--- src/rtl/ising_pkg.sv ---
// Shared lattice constants, readout FSM states and the stored-bit spin convention
// used by the Ising observable reader.
package ising_pkg;

    localparam int N   = 32;
    localparam int E_W = $clog2(4 * N * N) + 2;
    localparam int M_W = $clog2(N * N) + 2;

    typedef enum logic [1:0] {
        IDLE,
        ACCUM,
        EMIT
    } state_t;

    // A stored 1 is spin +1, a stored 0 is spin -1.
    function automatic logic signed [1:0] spin_value(input logic s);
        return s ? 2'sb01 : 2'sb11;
    endfunction

endpackage

--- src/rtl/ising_row_stats.sv ---
// Combinational energy and magnetization contribution of one lattice row,
// given the rows above and below it on the torus.
module ising_row_stats #(
    parameter int N    = 32,
    parameter int RE_W = $clog2(4 * N) + 2,
    parameter int RM_W = $clog2(N) + 2
) (
    input  logic [N-1:0]           above,
    input  logic [N-1:0]           current,
    input  logic [N-1:0]           below,
    output logic signed [RE_W-1:0] row_energy,
    output logic signed [RM_W-1:0] row_mag
);

    logic [N-1:0] west_nb;
    logic [N-1:0] east_nb;
    int           disagree;
    int           ups;

    assign west_nb = {current[N-2:0], current[N-1]};
    assign east_nb = {current[0], current[N-1:1]};

    // A site with d disagreeing neighbours contributes -(4 - 2d) = 2d - 4,
    // so the row energy only needs the total disagreement count.
    always_comb begin
        disagree   = $countones(current ^ above) + $countones(current ^ below)
                   + $countones(current ^ west_nb) + $countones(current ^ east_nb);
        ups        = $countones(current);
        row_energy = RE_W'(2 * disagree - 4 * N);
        row_mag    = RM_W'(2 * ups - N);
    end

endmodule

--- src/rtl/ising_observable_reader.sv ---
// Snapshot-based energy/magnetization readout of the Ising lattice, one row per cycle.
// Defining ISING_DROP_CNT_EN adds a saturating counter of strobes ignored while busy.
module ising_observable_reader #(
    parameter int N       = ising_pkg::N,
    parameter int SWEEP_W = 32,
    parameter int E_W     = $clog2(4 * N * N) + 2,
    parameter int M_W     = $clog2(N * N) + 2
) (
    input  logic                  clk,
    input  logic                  reset,
    input  logic                  snap_strobe,
    input  logic [N*N-1:0]        lattice,
    input  logic [SWEEP_W-1:0]    sweep_in,
    output logic                  busy,
    output logic                  out_valid,
    input  logic                  out_ready,
    output logic [SWEEP_W-1:0]    out_sweep,
    output logic signed [E_W-1:0] out_energy,
    output logic signed [M_W-1:0] out_mag
`ifdef ISING_DROP_CNT_EN
    ,
    output logic [15:0]           drop_cnt
`endif
);

    import ising_pkg::*;

    localparam int RW   = $clog2(N);
    localparam int RE_W = $clog2(4 * N) + 2;
    localparam int RM_W = $clog2(N) + 2;

    state_t                 state;
    state_t                 state_next;
    logic [N*N-1:0]         snapshot;
    logic [N-1:0]           snap_rows [N];
    logic [RW-1:0]          row;
    logic [RW-1:0]          row_above;
    logic [RW-1:0]          row_below;
    logic [SWEEP_W-1:0]     sweep_reg;
    logic signed [E_W-1:0]  energy_acc;
    logic signed [E_W-1:0]  energy_sum;
    logic signed [M_W-1:0]  mag_acc;
    logic signed [M_W-1:0]  mag_sum;
    logic signed [RE_W-1:0] row_energy;
    logic signed [RM_W-1:0] row_mag;
    logic                   last_row;

    for (genvar k = 0; k < N; k++) begin : g_rows
        assign snap_rows[k] = snapshot[k*N +: N];
    end

    // N is a power of two, so plain modular row arithmetic gives the torus wrap.
    assign row_above = row - RW'(1);
    assign row_below = row + RW'(1);
    assign last_row  = (row == RW'(N - 1));

    ising_row_stats #(
        .N    (N),
        .RE_W (RE_W),
        .RM_W (RM_W)
    ) u_row_stats (
        .above      (snap_rows[row_above]),
        .current    (snap_rows[row]),
        .below      (snap_rows[row_below]),
        .row_energy (row_energy),
        .row_mag    (row_mag)
    );

    assign energy_sum = energy_acc + E_W'(row_energy);
    assign mag_sum    = mag_acc + M_W'(row_mag);
    assign busy       = (state != IDLE);
    assign out_valid  = (state == EMIT);

    always_ff @(posedge clk) begin
        if (reset) begin
            state <= IDLE;
        end else begin
            state <= state_next;
        end
    end

    always_comb begin
        state_next = state;
        case (state)
            IDLE:    if (snap_strobe) state_next = ACCUM;
            ACCUM:   if (last_row) state_next = EMIT;
            EMIT:    if (out_ready) state_next = IDLE;
            default: state_next = IDLE;
        endcase
    end

    // Outputs load only when the last row lands, so they hold steady through
    // EMIT and keep the previous record after the transfer.
    always_ff @(posedge clk) begin
        if (reset) begin
            snapshot   <= '0;
            sweep_reg  <= '0;
            row        <= '0;
            energy_acc <= '0;
            mag_acc    <= '0;
            out_sweep  <= '0;
            out_energy <= '0;
            out_mag    <= '0;
        end else begin
            case (state)
                IDLE: begin
                    if (snap_strobe) begin
                        snapshot   <= lattice;
                        sweep_reg  <= sweep_in;
                        row        <= '0;
                        energy_acc <= '0;
                        mag_acc    <= '0;
                    end
                end
                ACCUM: begin
                    energy_acc <= energy_sum;
                    mag_acc    <= mag_sum;
                    row        <= row + RW'(1);
                    if (last_row) begin
                        out_energy <= energy_sum;
                        out_mag    <= mag_sum;
                        out_sweep  <= sweep_reg;
                    end
                end
                default: ;
            endcase
        end
    end

`ifdef ISING_DROP_CNT_EN
    always_ff @(posedge clk) begin
        if (reset) begin
            drop_cnt <= '0;
        end else if (snap_strobe && busy && (drop_cnt != 16'hFFFF)) begin
            drop_cnt <= drop_cnt + 16'd1;
        end
    end
`endif

endmodule

--- config.mk ---
export PLATFORM = sky130hd
export DESIGN_NAME = ising_observable_reader
export DESIGN_NICKNAME = d
export VERILOG_FILES = /design/src/rtl/ising_pkg.sv /design/src/rtl/ising_row_stats.sv /design/src/rtl/ising_observable_reader.sv
export SDC_FILE = /design/constraint.sdc
export NUM_CORES = 2
export LEC_CHECK = 0
export CORE_AREA = 2 2 430 432
export DETAILED_ROUTE_END_ITERATION = 10
export DIE_AREA = 0 0 432 434
export GPL_TIMING_DRIVEN = 0
export PLACE_DENSITY = 0.69
export SYNTH_ARGS = -nofsm -noshare
export SYNTH_HDL_FRONTEND = slang
export SYNTH_HIERARCHICAL = 1
export SYNTH_SLANG_ARGS = --single-unit
--- constraint.sdc ---
create_clock -name clk -period 14.2 [get_ports clk]
set_input_delay 2.13 -clock clk [delete_from_list [all_inputs] [get_ports clk]]
set_output_delay 2.13 -clock clk [all_outputs]
set_load 0.02 [all_outputs]
* Word-level counts from Yosys, hierarchy flattened
Index checks and enable logic that the tools add are counted.
** Word-level totals
- Bits in registers :: 1147
- Input bits :: 1060
** Cells by class
- Bitwise operators :: 7
- Reduce and logical (&&, ||, !) cells :: 7
- Multiplexer cells :: 19
- $add $sub $neg :: 164
- Magnitude comparators :: 3
- Equal/unequal tests :: 6
** Operators with widths (count)
- 8-bit adder :: 63
- 32-bit binary-select mux with 5-bit select :: 3
- 32-bit 2-to-1 mux :: 6
- 1-bit by 1-bit adder with 2-bit output :: 80
- 32-bit XOR :: 4
- 6-bit adder :: 15
- 14-bit one-hot mux with 2 select lines :: 1
- 12-bit one-hot mux with 2 select lines :: 1
- 6-bit >= comparator (second input constant) :: 3
- 5-bit inverter with 6-bit output :: 3
- 14-bit by 9-bit adder with 14-bit output :: 1
- 14-bit 2-to-1 mux :: 1
- 12-bit by 7-bit adder with 12-bit output :: 1
- 12-bit 2-to-1 mux :: 1
- 5-bit one-hot mux with 2 select lines :: 1
- 9-bit subtractor (second input constant) :: 1
- 7-bit subtractor (second input constant) :: 1
- 2-bit 2-to-1 mux :: 3
- 2-bit one-hot mux with 3 select lines :: 1
- 2-bit AND reduction :: 3
- 5-bit by 1-bit adder with 5-bit output (second input constant) :: 1
- 5-bit == test (second input constant) :: 1
- 5-bit 2-to-1 mux :: 1
- 5-bit by 1-bit subtractor with 5-bit output (second input constant) :: 1
- other kinds (7) :: 9

* Depth between registers and ports, before layout
- Depth in word-level cells :: 17
- Mapped depth :: 47
- Mapped depth without buffers :: 38

* Hierarchy
Netlist, hierarchy kept.
** Modules (own cells, without submodules)
- ising_observable_reader :: cells an instance 6705, area each 64066.4 um^2, times used 1
- ising_row_stats :: cells an instance 483, area each 4996.0 um^2, times used 1

* Least setup slack after synthesis
Ideal clock, no wire load.
- Kind :: register to register
- Start :: register row[0]
- End :: register out_energy[13]
- Data arrival time :: 11.969 ns
- Setup time :: 0.121 ns
- Slack :: 2.110 ns
- Cell stages (with the launch flop) :: 43
- Clock period less this slack :: 12.090 ns
- Path through :: dfxtp_1 buf_2 buf_6 buf_2 buf_2 buf_2 inv_1 ha_1 buf_6 clkbuf_1 mux4_2 mux4_2 mux2_2 xor2_1 fa_1 fa_1 inv_1 fa_1 (+7 left out) fa_1 inv_1 fa_1 ha_1 fa_1 a211oi_2 o21bai_2 a211o_1 o311ai_2 ha_1 clkbuf_1 nand4_1 nor2_1 a211o_1 or2_2 o211ai_1 and3_1 nor3_1
** On the way
- Longest elaborated chain between the ends :: 16
** RTL lines
- start: declaration :: line ising_observable_reader.sv:36 : logic [RW-1:0] row;
- start signal: assignment :: line ising_observable_reader.sv:118 : row <= row + RW'(1);
- 5-bit by 1-bit subtractor with 5-bit output or 5-bit by 1-bit adder with 5-bit output (tied branches) :: line ising_observable_reader.sv:53, ising_observable_reader.sv:54
- 5-bit inverter with 6-bit output, on equally long branches :: line ising_observable_reader.sv:62, ising_observable_reader.sv:64
- 32-bit binary-select mux with 5-bit select, on equally long branches :: line ising_observable_reader.sv:62, ising_observable_reader.sv:64
- 32-bit 2-to-1 mux, on equally long branches (2 in series) :: line ising_observable_reader.sv:62, ising_observable_reader.sv:64
- 32-bit XOR :: line ising_row_stats.sv:26 : disagree = $countones(current ^ above) + $countones(current ^ below)
- 1-bit by 1-bit adder with 2-bit output (not written as such) :: line ising_row_stats.sv:26
- 8-bit adder (not written as such) (4 in series) :: line ising_row_stats.sv:26
- 8-bit adder :: line ising_row_stats.sv:26
- 8-bit adder :: line ising_row_stats.sv:27 : + $countones(current ^ west_nb) + $countones(current ^ east_nb);
- 8-bit adder (*) :: line ising_row_stats.sv:27
- 9-bit subtractor (*) :: line ising_row_stats.sv:29 : row_energy = RE_W'(2 * disagree - 4 * N);
- via row_energy[8] :: line ising_observable_reader.sv:44 : logic signed [RE_W-1:0] row_energy;
- 14-bit by 9-bit adder with 14-bit output (*) :: line ising_observable_reader.sv:69 : assign energy_sum = energy_acc + E_W'(row_energy);
- end signal: assignment :: line ising_observable_reader.sv:120 : out_energy <= energy_sum;
- end: declaration :: line ising_observable_reader.sv:18 : output logic signed [E_W-1:0] out_energy,
The timed path passes the listed nets; every way through them passes the cells marked *. The select of a mux whose other input is x is not followed.
A chain may end at the register's enable or synchronous reset.

* Worst setup path in the final report
Ends and elaborated chain as after synthesis.

==> results.sh <==
export IMPL_synth_distinct_cells=60
export IMPL_r2r_start="row[0]$_SDFFE_PP0P_"
export IMPL_post_route_min_period_ns=14.08
export IMPL_post_drt_wl_per_cell_um=38.1
export IMPL_grt_pass1_wl_um=548000
export IMPL_setup_viol=0
export IMPL_syn_avg_cell_area_um2=9.61
export IMPL_fp_dieArea_mm2=0.187
export IMPL_core_mm2=0.182
export IMPL_crit_start="row[0]$_SDFFE_PP0P_"
export IMPL_fp_row_count=157
export IMPL_drc=0
export IMPL_failed_checks="max-capacitance violations, max-slew violations"
export IMPL_hp_start="sweep_reg[2]$_SDFFE_PP0P_"
export IMPL_clock_latency_ns=0.86
export IMPL_grtUsageTotal_pct=43.3
export IMPL_start_util_pct=37.8
export IMPL_seqCellArea_mm2=0.0230
export IMPL_hp_class="reg -> reg"
export IMPL_detail_route_antenna_nets=0
export IMPL_die_x_um=432
export IMPL_rsz0062_at_grt="false"
export IMPL_routed_wl_um=418000
export IMPL_gr_total_overflow=0
export IMPL_ys_top_cells_by_area="dfxtp_1, mux4_2, nand2_1"
export IMPL_finalNetCount=9700
export IMPL_cts_tree="done"
export IMPL_relSlewSlack_pct=-1.45
export IMPL_cts_max_level=4
export IMPL_post_cts_buffers=0
export IMPL_max_stage_delay_ns=0.71
export IMPL_nFillCells=17300
export IMPL_max_slew_worst_pin_slew_ns=1.52
export IMPL_synth_seq_cells=1147
export IMPL_place_gp_congestion=1.15
export IMPL_final_layout_size_suffix_gt1_share_pct=15.4
export IMPL_ys_async_sr_fraction_pct=0
export IMPL_grt_antenna_before_repair=73
export IMPL_status="finished with violations"
export IMPL_cts_buffer_depth=3
export IMPL_largest_reg_flops=1024
export IMPL_post_route_util_pct=48.2
export IMPL_port_buffers=1119
export IMPL_min_period_over_period_pct=99.2
export IMPL_crit_family="adder cells"
export IMPL_hold_viol_final=0
export IMPL_final_max_slew_viol_count=11
export IMPL_cp_start_kind="register"
export IMPL_grt_pass1_vias=66400
export IMPL_seq_area_frac_synth_pct=33.2
export IMPL_crit_top_cell="fa_1"
export IMPL_grt_max_degree=29
export IMPL_multi_input_area_mm2=0.0428
export IMPL_cap_violations=1
export IMPL_critPathSlowestCell="mux4_2"
export IMPL_syn_cell_area_mm2=0.0691
export IMPL_path_class="reg -> reg"
export IMPL_yosys_area_top_type_share_pct=33.2
export IMPL_postSynthCellCount=7188
export IMPL_clkSlewWorstSetupHoldPaths_ns=0.07
export IMPL_endpoint_kind="register"
export IMPL_dr_pass1_iters=9
export IMPL_worstPathMaxFanout=28
export IMPL_synth_largest_area_cell="dfxtp_1"
export IMPL_io_pin_count=1120
export IMPL_cp_required_ns=14.87
export IMPL_max_freq_mhz=71.0
export IMPL_cts_buffers=133
export IMPL_synth_main_ff_cell="dfxtp_1"
export IMPL_synth_common_cells="nand2_1, dfxtp_1, a21oi_1"
export IMPL_clock_sinks=1147
export IMPL_arrival_ns=14.75
export IMPL_detail_route_vias_per_cell=6.36
export IMPL_synth_most_common_cell="nand2_1"
export IMPL_crit_buf_inv=11
export IMPL_vias=69600
export IMPL_synth_edf_count=0
export IMPL_detail_route_iter0_violations=10600
export IMPL_syn_to_final_growth_pct=27.4
export IMPL_clock_skew_ns=0.0763
export IMPL_ys_warn_count=6
export IMPL_dp_hpwl_um=350000
export IMPL_clockRootBuffer="clkbuf_16"
export IMPL_die_h_um=434
-- cell families after synthesis --
family | share of synthesized area [%]
other cells | 0.00543
mux | 30.7
xor+xnor | 1.63
buf+inv | 4.83
flops | 33.2
fa+ha+maj | 5.16
simple gates | 14.5
compound gates | 9.85
-- path summary, 6_finish.rpt --
path,slack (ns),to,depth (start not counted)
worst max-delay path,0.12,out_energy[13]$_SDFFE_PP0P_,40
worst min-delay path,0.45,out_sweep[2]$_SDFFE_PP0P_,2
worst max register to register,0.12,out_energy[13]$_SDFFE_PP0P_,40
worst min register to register,0.45,out_sweep[2]$_SDFFE_PP0P_,2
-- area by class of cell --
class	count	area share [%]
multi-input cells	5229	48.7
inverters	167	0.713
clock buffers	177	4.25
clock inverters	63	0.889
well taps	2385	3.39
plain buffers	641	3.14
flip-flops and latches	1147	26.1
repair buffers	1120	12.8
diodes	23	0.0654
-- metrics by stage --
step	hold slack, ns	cells	instance area (um2)	setup TNS [ns]	worst slack (ns)
floorplan	0.431	7189	69100	0	2.11
global placement	0.436	10700	83300	-21.36	-1.86
detailed placement	0.444	10700	83300	-9.69	-1.27
CTS	0.454	10900	87800	0	0.0113
global route	0.470	10900	87900	0	0.0141
finish	0.449	11000	88000	0	0.117
-- layout by cell type (no fill, tap or decap), types with 51 or more instances in the layout --
cell type and n:
mux2i_1 60, xnor2_1 55, ha_1 61, nand3_1 51, mux4_2 896, clkbuf_16 135
a21oi_1 1129, dfxtp_1 1147, clkbuf_1 490, clkdlybuf4s50_1 1119, xor2_1 72, buf_2 84
fa_1 140, nand2_1 2468, inv_1 165
-- per-layer routing --
layer | vias to the layer above | track usage (%) | part of all wire [%] | routed length [um]
met2 | 5819 | 64.2 | 43 | 178000
met1 | 34200 | 47.9 | 33 | 138000
met5 | - | 1.56 | 0.18 | 747
li1 | 28000 | - | - | -
met4 | 70 | 35.5 | 10 | 43200
met3 | 1531 | 19.0 | 14 | 57700
-- worst min-delay path, stage by stage, from the launching register on --
cell and delay [ns]:
dfxtp_1 0.31, nand2_1 0.05, a21oi_1 0.05
-- timing repair --
action / CTS / global route
hold buffers: 0 / 0
cloned: 0 / 0
gates resized for setup: 14 / 33
endpoints found under the hold margin: 0 / 0
setup endpoints to repair: 16 / 6
Power is not shown: default switching activity piles up to over one toggle a cycle in this logic, so the estimate is an artifact.
